## config.mk

```make
export PLATFORM = sky130hd
export DESIGN_NAME = pc_seq
export DESIGN_NICKNAME = d
export VERILOG_FILES = /design/src/rtl/pc_seq_pkg.sv /design/src/rtl/pc_ret_stack.sv /design/src/rtl/pc_seq.sv
export SDC_FILE = /design/constraint.sdc
export NUM_CORES = 1
export LEC_CHECK = 0
export CAP_MARGIN = 20
export CELL_PAD_IN_SITES_DETAIL_PLACEMENT = 1
export CELL_PAD_IN_SITES_GLOBAL_PLACEMENT = 2
export CORE_MARGIN = 2
export CORE_UTILIZATION = 36
export DETAILED_ROUTE_END_ITERATION = 6
export PLACE_DENSITY_LB_ADDON = 0.1
export SYNTH_ARGS = -nofsm -noshare
export SYNTH_HDL_FRONTEND = slang
export SYNTH_SLANG_ARGS = --single-unit
```

## constraint.sdc

```tcl
create_clock -name clk -period 3 [get_ports clk]
set_input_delay 0.3 -clock clk [delete_from_list [all_inputs] [get_ports clk]]
set_output_delay 0.3 -clock clk [all_outputs]
set_load 0.1 [all_outputs]
```

## src/rtl/pc_seq_pkg.sv

```systemverilog
// Shared types for the program-counter sequencer: command select and
// the fixed-priority decode that picks one command per cycle.
package pc_seq_pkg;

   typedef enum logic [2:0] {
      CMD_NONE,
      CMD_INCR,
      CMD_BRANCH,
      CMD_LOAD,
      CMD_CALL,
      CMD_RET
   } cmd_e;

   // ret > call > load > branch > incr. An illegal call/ret still wins here.
   function automatic cmd_e decode_cmd(
      input logic ret,
      input logic call,
      input logic load,
      input logic branch,
      input logic incr_fire
   );
      if (ret)            return CMD_RET;
      else if (call)      return CMD_CALL;
      else if (load)      return CMD_LOAD;
      else if (branch)    return CMD_BRANCH;
      else if (incr_fire) return CMD_INCR;
      else                return CMD_NONE;
   endfunction

endpackage

```

## src/rtl/pc_ret_stack.sv

```systemverilog
// Return-address LIFO. Push writes at depth, pop exposes entry depth-1;
// only the depth counter is reset.
module pc_ret_stack #(
   parameter int WIDTH = 8,
   parameter int DEPTH = 4,
   localparam int DW = $clog2(DEPTH + 1),
   localparam int AW = (DEPTH > 1) ? $clog2(DEPTH) : 1
) (
   input  logic             clk,
   input  logic             reset,
   input  logic             push,
   input  logic             pop,
   input  logic [WIDTH-1:0] push_data,
   output logic [WIDTH-1:0] data,
   output logic [DW-1:0]    depth,
   output logic             full,
   output logic             empty
);

   logic [WIDTH-1:0] mem_q [2**AW];
   logic [WIDTH-1:0] mem_d [2**AW];
   logic [DW-1:0]    depth_q;
   logic [DW-1:0]    depth_d;
   logic [DW-1:0]    depth_dec;

   assign depth_dec = depth_q - DW'(1);
   assign empty     = (depth_q == '0);
   assign full      = (depth_q == DW'(DEPTH));
   assign depth     = depth_q;
   assign data      = mem_q[depth_dec[AW-1:0]];

   // NOTE: every variable gets a default before any branch so no path
   // leaves it unassigned; otherwise a latch is inferred.
   always_comb begin
      mem_d   = mem_q;
      depth_d = depth_q;
      if (push && !full) begin
         mem_d[depth_q[AW-1:0]] = push_data;
         depth_d                = depth_q + DW'(1);
      end else if (pop && !empty) begin
         depth_d = depth_dec;
      end
   end

   // NOTE: sequential state uses non-blocking assignments so all flops
   // update together from pre-edge values, independent of statement order.
   always_ff @(posedge clk) begin
      if (reset) depth_q <= '0;
      else       depth_q <= depth_d;
   end

   // NOTE: entry storage is deliberately not reset; depth=0 makes every
   // entry unreachable, and leaving it unreset lets it map to plain RAM/flops.
   always_ff @(posedge clk) begin
      mem_q <= mem_d;
   end

endmodule

```

## src/rtl/pc_seq.sv

```systemverilog
// Program-counter sequencer with increment, branch, load, call/ret and a
// return-address stack; one command acts per cycle by fixed priority.
module pc_seq
   import pc_seq_pkg::*;
#(
   parameter int              SIZE        = 8,
   parameter int              STACK_DEPTH = 4,
   parameter int              EDGE_MODE   = 1,
   parameter logic [SIZE-1:0] RESET_ADDR  = '0,
   localparam int             DW          = $clog2(STACK_DEPTH + 1)
) (
   input  logic            clk,
   input  logic            reset,
   input  logic            incr,
   input  logic            load,
   input  logic            branch,
   input  logic            call,
   input  logic            ret,
   input  logic [SIZE-1:0] target,
   input  logic [SIZE-1:0] offset,
   output logic [SIZE-1:0] out,
   output logic            stack_empty,
   output logic            stack_full,
   output logic            stack_err
);

   logic [SIZE-1:0] pc_q, pc_d;
   logic            err_q, err_d;
   logic            incr_prev_q, incr_prev_d;
   logic            incr_fire;
   logic            push, pop;
   logic            can_push, can_pop;
   logic [SIZE-1:0] ret_addr;
   logic [SIZE-1:0] stk_top;
   logic [DW-1:0]   stk_depth;
   cmd_e            cmd;

   pc_ret_stack #(
      .WIDTH (SIZE),
      .DEPTH (STACK_DEPTH)
   ) u_stack (
      .clk       (clk),
      .reset     (reset),
      .push      (push),
      .pop       (pop),
      .push_data (ret_addr),
      .data      (stk_top),
      .depth     (stk_depth),
      .full      (stack_full),
      .empty     (stack_empty)
   );

   // Edge mode compares against last cycle's raw incr, whatever command won.
   assign incr_fire   = (EDGE_MODE != 0) ? (incr & ~incr_prev_q) : incr;
   assign incr_prev_d = incr;
   assign ret_addr    = pc_q + SIZE'(1);
   assign can_pop     = (stk_depth != '0);
   assign can_push    = (stk_depth != DW'(STACK_DEPTH));
   assign cmd         = decode_cmd(ret, call, load, branch, incr_fire);

   always_comb begin
      pc_d  = pc_q;
      err_d = 1'b0;
      push  = 1'b0;
      pop   = 1'b0;
      case (cmd)
         CMD_RET: begin
            if (can_pop) begin
               pc_d = stk_top;
               pop  = 1'b1;
            end else begin
               err_d = 1'b1;
            end
         end
         CMD_CALL: begin
            if (can_push) begin
               pc_d = target;
               push = 1'b1;
            end else begin
               err_d = 1'b1;
            end
         end
         CMD_LOAD:   pc_d = target;
         CMD_BRANCH: pc_d = pc_q + offset;
         CMD_INCR:   pc_d = pc_q + SIZE'(1);
         default:    pc_d = pc_q;
      endcase
   end

   always_ff @(posedge clk) begin
      if (reset) begin
         pc_q        <= RESET_ADDR;
         err_q       <= 1'b0;
         incr_prev_q <= 1'b0;
      end else begin
         pc_q        <= pc_d;
         err_q       <= err_d;
         incr_prev_q <= incr_prev_d;
      end
   end

   assign out       = pc_q;
   assign stack_err = err_q;

endmodule

```

==> results.sh <==
export IMPL_cts_buffers=5
export IMPL_cts_htree_levels=2
export IMPL_synth_seq_cells=45
export IMPL_cp_max_fo=5
export IMPL_async_flop_share=0
export IMPL_port_buffers=33
export IMPL_synth_cells=195
export IMPL_ff_latch_area_um2=1220
export IMPL_drt_wl_total_um=5790
export IMPL_finalWeightedCongestion=0.775
export IMPL_finalCritPeriodShare=0.752
export IMPL_post_cts_repair_setup_buffers=0
export IMPL_cpMostUsedCell="ha_1"
export IMPL_first_pass_iters=5
export IMPL_arrival_ns=2.44
export IMPL_routedWlPerCell_um=18.6
export IMPL_drt_iter0_drc=78
export IMPL_place_hpwl_um=4430
export IMPL_grt_max_degree=15
export IMPL_p_int_mw=1.65
export IMPL_grt_pass1_vias=1734
export IMPL_coreArea_um2=6350
export IMPL_grt_overflow=0
export IMPL_p_leak_nw=1.05
export IMPL_maxCapViolCount=0
export IMPL_stdcell_count=311
export IMPL_cp_slowest_stage_delay_ns=0.50
export IMPL_slew_limit_headroom=0.358
export IMPL_clock_sinks=45
export IMPL_setup_viol=0
export IMPL_pre_cts_slack_ns=0.512
export IMPL_syn_nets=233
export IMPL_cts_tree="yes"
export IMPL_worst_pin_slew_ns=0.960
export IMPL_critPathKind="flop to flop"
export IMPL_clkTransAtPathRegs_ns=0.08
export IMPL_fin_tns_setup_ns=0
export IMPL_antenna_found_initial=0
export IMPL_yosys_warnings=0
export IMPL_rsz0062_at_grt="no"
export IMPL_clk_latency_ns=0.29
export IMPL_diodes=0
export IMPL_final_hold_violation_count=0
export IMPL_ioPinCount=34
export IMPL_dp_cells=303
export IMPL_ctsHoldBuffers=0
export IMPL_fin_skew_ns=0.00724
export IMPL_die_area_um2=7220
export IMPL_worstPathRequired_ns=3.18
export IMPL_slew_violations=0
export IMPL_start_util=0.372
export IMPL_power_density_nw_per_um2=1070
export IMPL_layout_common_cells="32 x edfxtp_1, 23 x clkdlybuf4s50_1, 18 x nor2_1"
export IMPL_cts_root_buf="clkbuf_8"
export IMPL_ant_nets=0
export IMPL_ctsResizeCount=0
export IMPL_end_kind="flop"
export IMPL_fmax_mhz=443
export IMPL_yosysUniqueCellTypes=46
export IMPL_outcome="complete, no violations"
export IMPL_dieWidth_um=85.0
export IMPL_path_cells="inv_1 -> ha_1 -> ha_1 -> a222oi_1 -> inv_2 -> a221o_1 -> o31a_1"
export IMPL_ys_seq_area_frac=0.517
export IMPL_seq_power_share=0.316
export IMPL_multiInputGateArea_um2=1060
export IMPL_drcViolationCount=0
export IMPL_avgSynthCellArea_um2=12.1
export IMPL_period_minus_slack_ns=2.26
export IMPL_clockBufferDepth=2
export IMPL_worst_path_dominant_cell_family="compound AO/OA/AOI/OAI gates"
export IMPL_grt_usage=0.166
export IMPL_hold_path_class="flop to flop"
export IMPL_peakVddDrop_uv=680
export IMPL_synth_edf_count=32
export IMPL_regToRegSetupSlack_ns=0.74
export IMPL_synth_ff_type="edfxtp_1"
export IMPL_p_sw_frac=0.460
export IMPL_via_per_inst=5.44
export IMPL_design_power_total_mw=3.06
export IMPL_clock_power_share=0.147
export IMPL_switchingPower_mw=1.41
export IMPL_cp_num_buf_inv=2
export IMPL_fp_dieH_um=85.0
export IMPL_areaGrowthSynthToFinish_pct=21.7
export IMPL_final_common_cell="edfxtp_1"
export IMPL_p_comb_frac=0.537
export IMPL_grt_pass1_wl_um=9090
export IMPL_drive_gt1_frac=0.145
export IMPL_setup_slack_ns=0.744
export IMPL_nets=271
export IMPL_cp_start_kind="flop"
export IMPL_syn_area_um2=2360
export IMPL_crit_path_top_delay_cell="a222oi_1"
export IMPL_fillerInstances=683
export IMPL_rows=29
export IMPL_vias=1693
## power by group through the flow
stage / clock network (mW) / registers (mW) / logic, mW
floorplan: 0 / 1.30 / 0.908
global placement: 0 / 0.975 / 1.60
detailed placement: 0 / 0.986 / 1.65
CTS: 0.465 / 0.972 / 1.66
global route: 0.487 / 0.990 / 1.77
finish: 0.449 / 0.969 / 1.64
## flip-flops by register name, summed over array words and instances, names as in the netlist
signal	flops
out	8
incr_prev_q	1
stack_err	1
u_stack.depth	3
u_stack.mem_q	32
## layer usage
| metal | track usage | vias up | part of all wire |
|---|---|---|---|
| li1 | - | 824 | - |
| met1 | 0.214 | 831 | 0.45 |
| met2 | 0.273 | 29 | 0.49 |
| met3 | 0.0360 | 9 | 0.037 |
| met4 | 0.0649 | 0 | 0.022 |
| met5 | 0 | - | 0 |
## cells by family (layout without fill, tap and decap cells)
group / Yosys count / after routing / synth area share
compound gates: 45 / 45 / 0.140
simple gates: 54 / 54 / 0.117
buf+inv: 19 / 58 / 0.0334
mux: 8 / 8 / 0.0763
xor+xnor: 9 / 9 / 0.0334
fa+ha+maj: 15 / 15 / 0.0827
flops: 45 / 45 / 0.517
## worst paths after layout
check                                startpoint                             to  cells after the start
hold reg to reg   u_stack.depth[1]$_SDFFE_PP0P_  u_stack.depth[1]$_SDFFE_PP0P_                      2
hold / removal    u_stack.depth[1]$_SDFFE_PP0P_  u_stack.depth[1]$_SDFFE_PP0P_                      2
setup / recovery  u_stack.depth[1]$_SDFFE_PP0P_            out[6]$_SDFFE_PP0P_                      7
setup reg to reg  u_stack.depth[1]$_SDFFE_PP0P_            out[6]$_SDFFE_PP0P_                      7
## layout make-up
cell class | instances | area share
clock buffers | 6 | 0.0253
clock inverters | 2 | 0.0122
inverters | 12 | 0.0157
multi-input cells | 131 | 0.369
flip-flops and latches | 45 | 0.425
well taps | 77 | 0.0335
repair buffers | 38 | 0.119
## tightest hold or removal path, delay by kind of cell (launching register included)
kind	cells	cell delay (ns)
compound gates	1	0.06
simple gates	1	0.08
flops	1	0.35
## synth_stat cells (all sizes together), types with 4 or more instances
library cell   n  share of area
dfxtp         13           0.11
buf            5          0.011
mux4           8          0.076
nor2b          5          0.013
o21ai          5          0.011
a221oi         4          0.015
nor2          18          0.029
a21oi          7          0.015
ha            14          0.074
nand2         11          0.017
xnor2          7          0.026
edfxtp        32           0.41
inv           12          0.019
a311oi         5          0.019
## metrics by stage
step / instance area (µm²) / utilization / hold WS, ns
2_1_floorplan: 2360 / - / 0.372
3_3_place_gp: 2770 / 0.436 / 0.490
3_5_place_dp: 2770 / 0.436 / 0.509
4_1_cts: 2870 / 0.453 / 0.532
5_1_grt: 2870 / 0.453 / 0.565
6_report: 2870 / 0.453 / 0.536
Note: power is estimated with default switching activity, not from simulation.
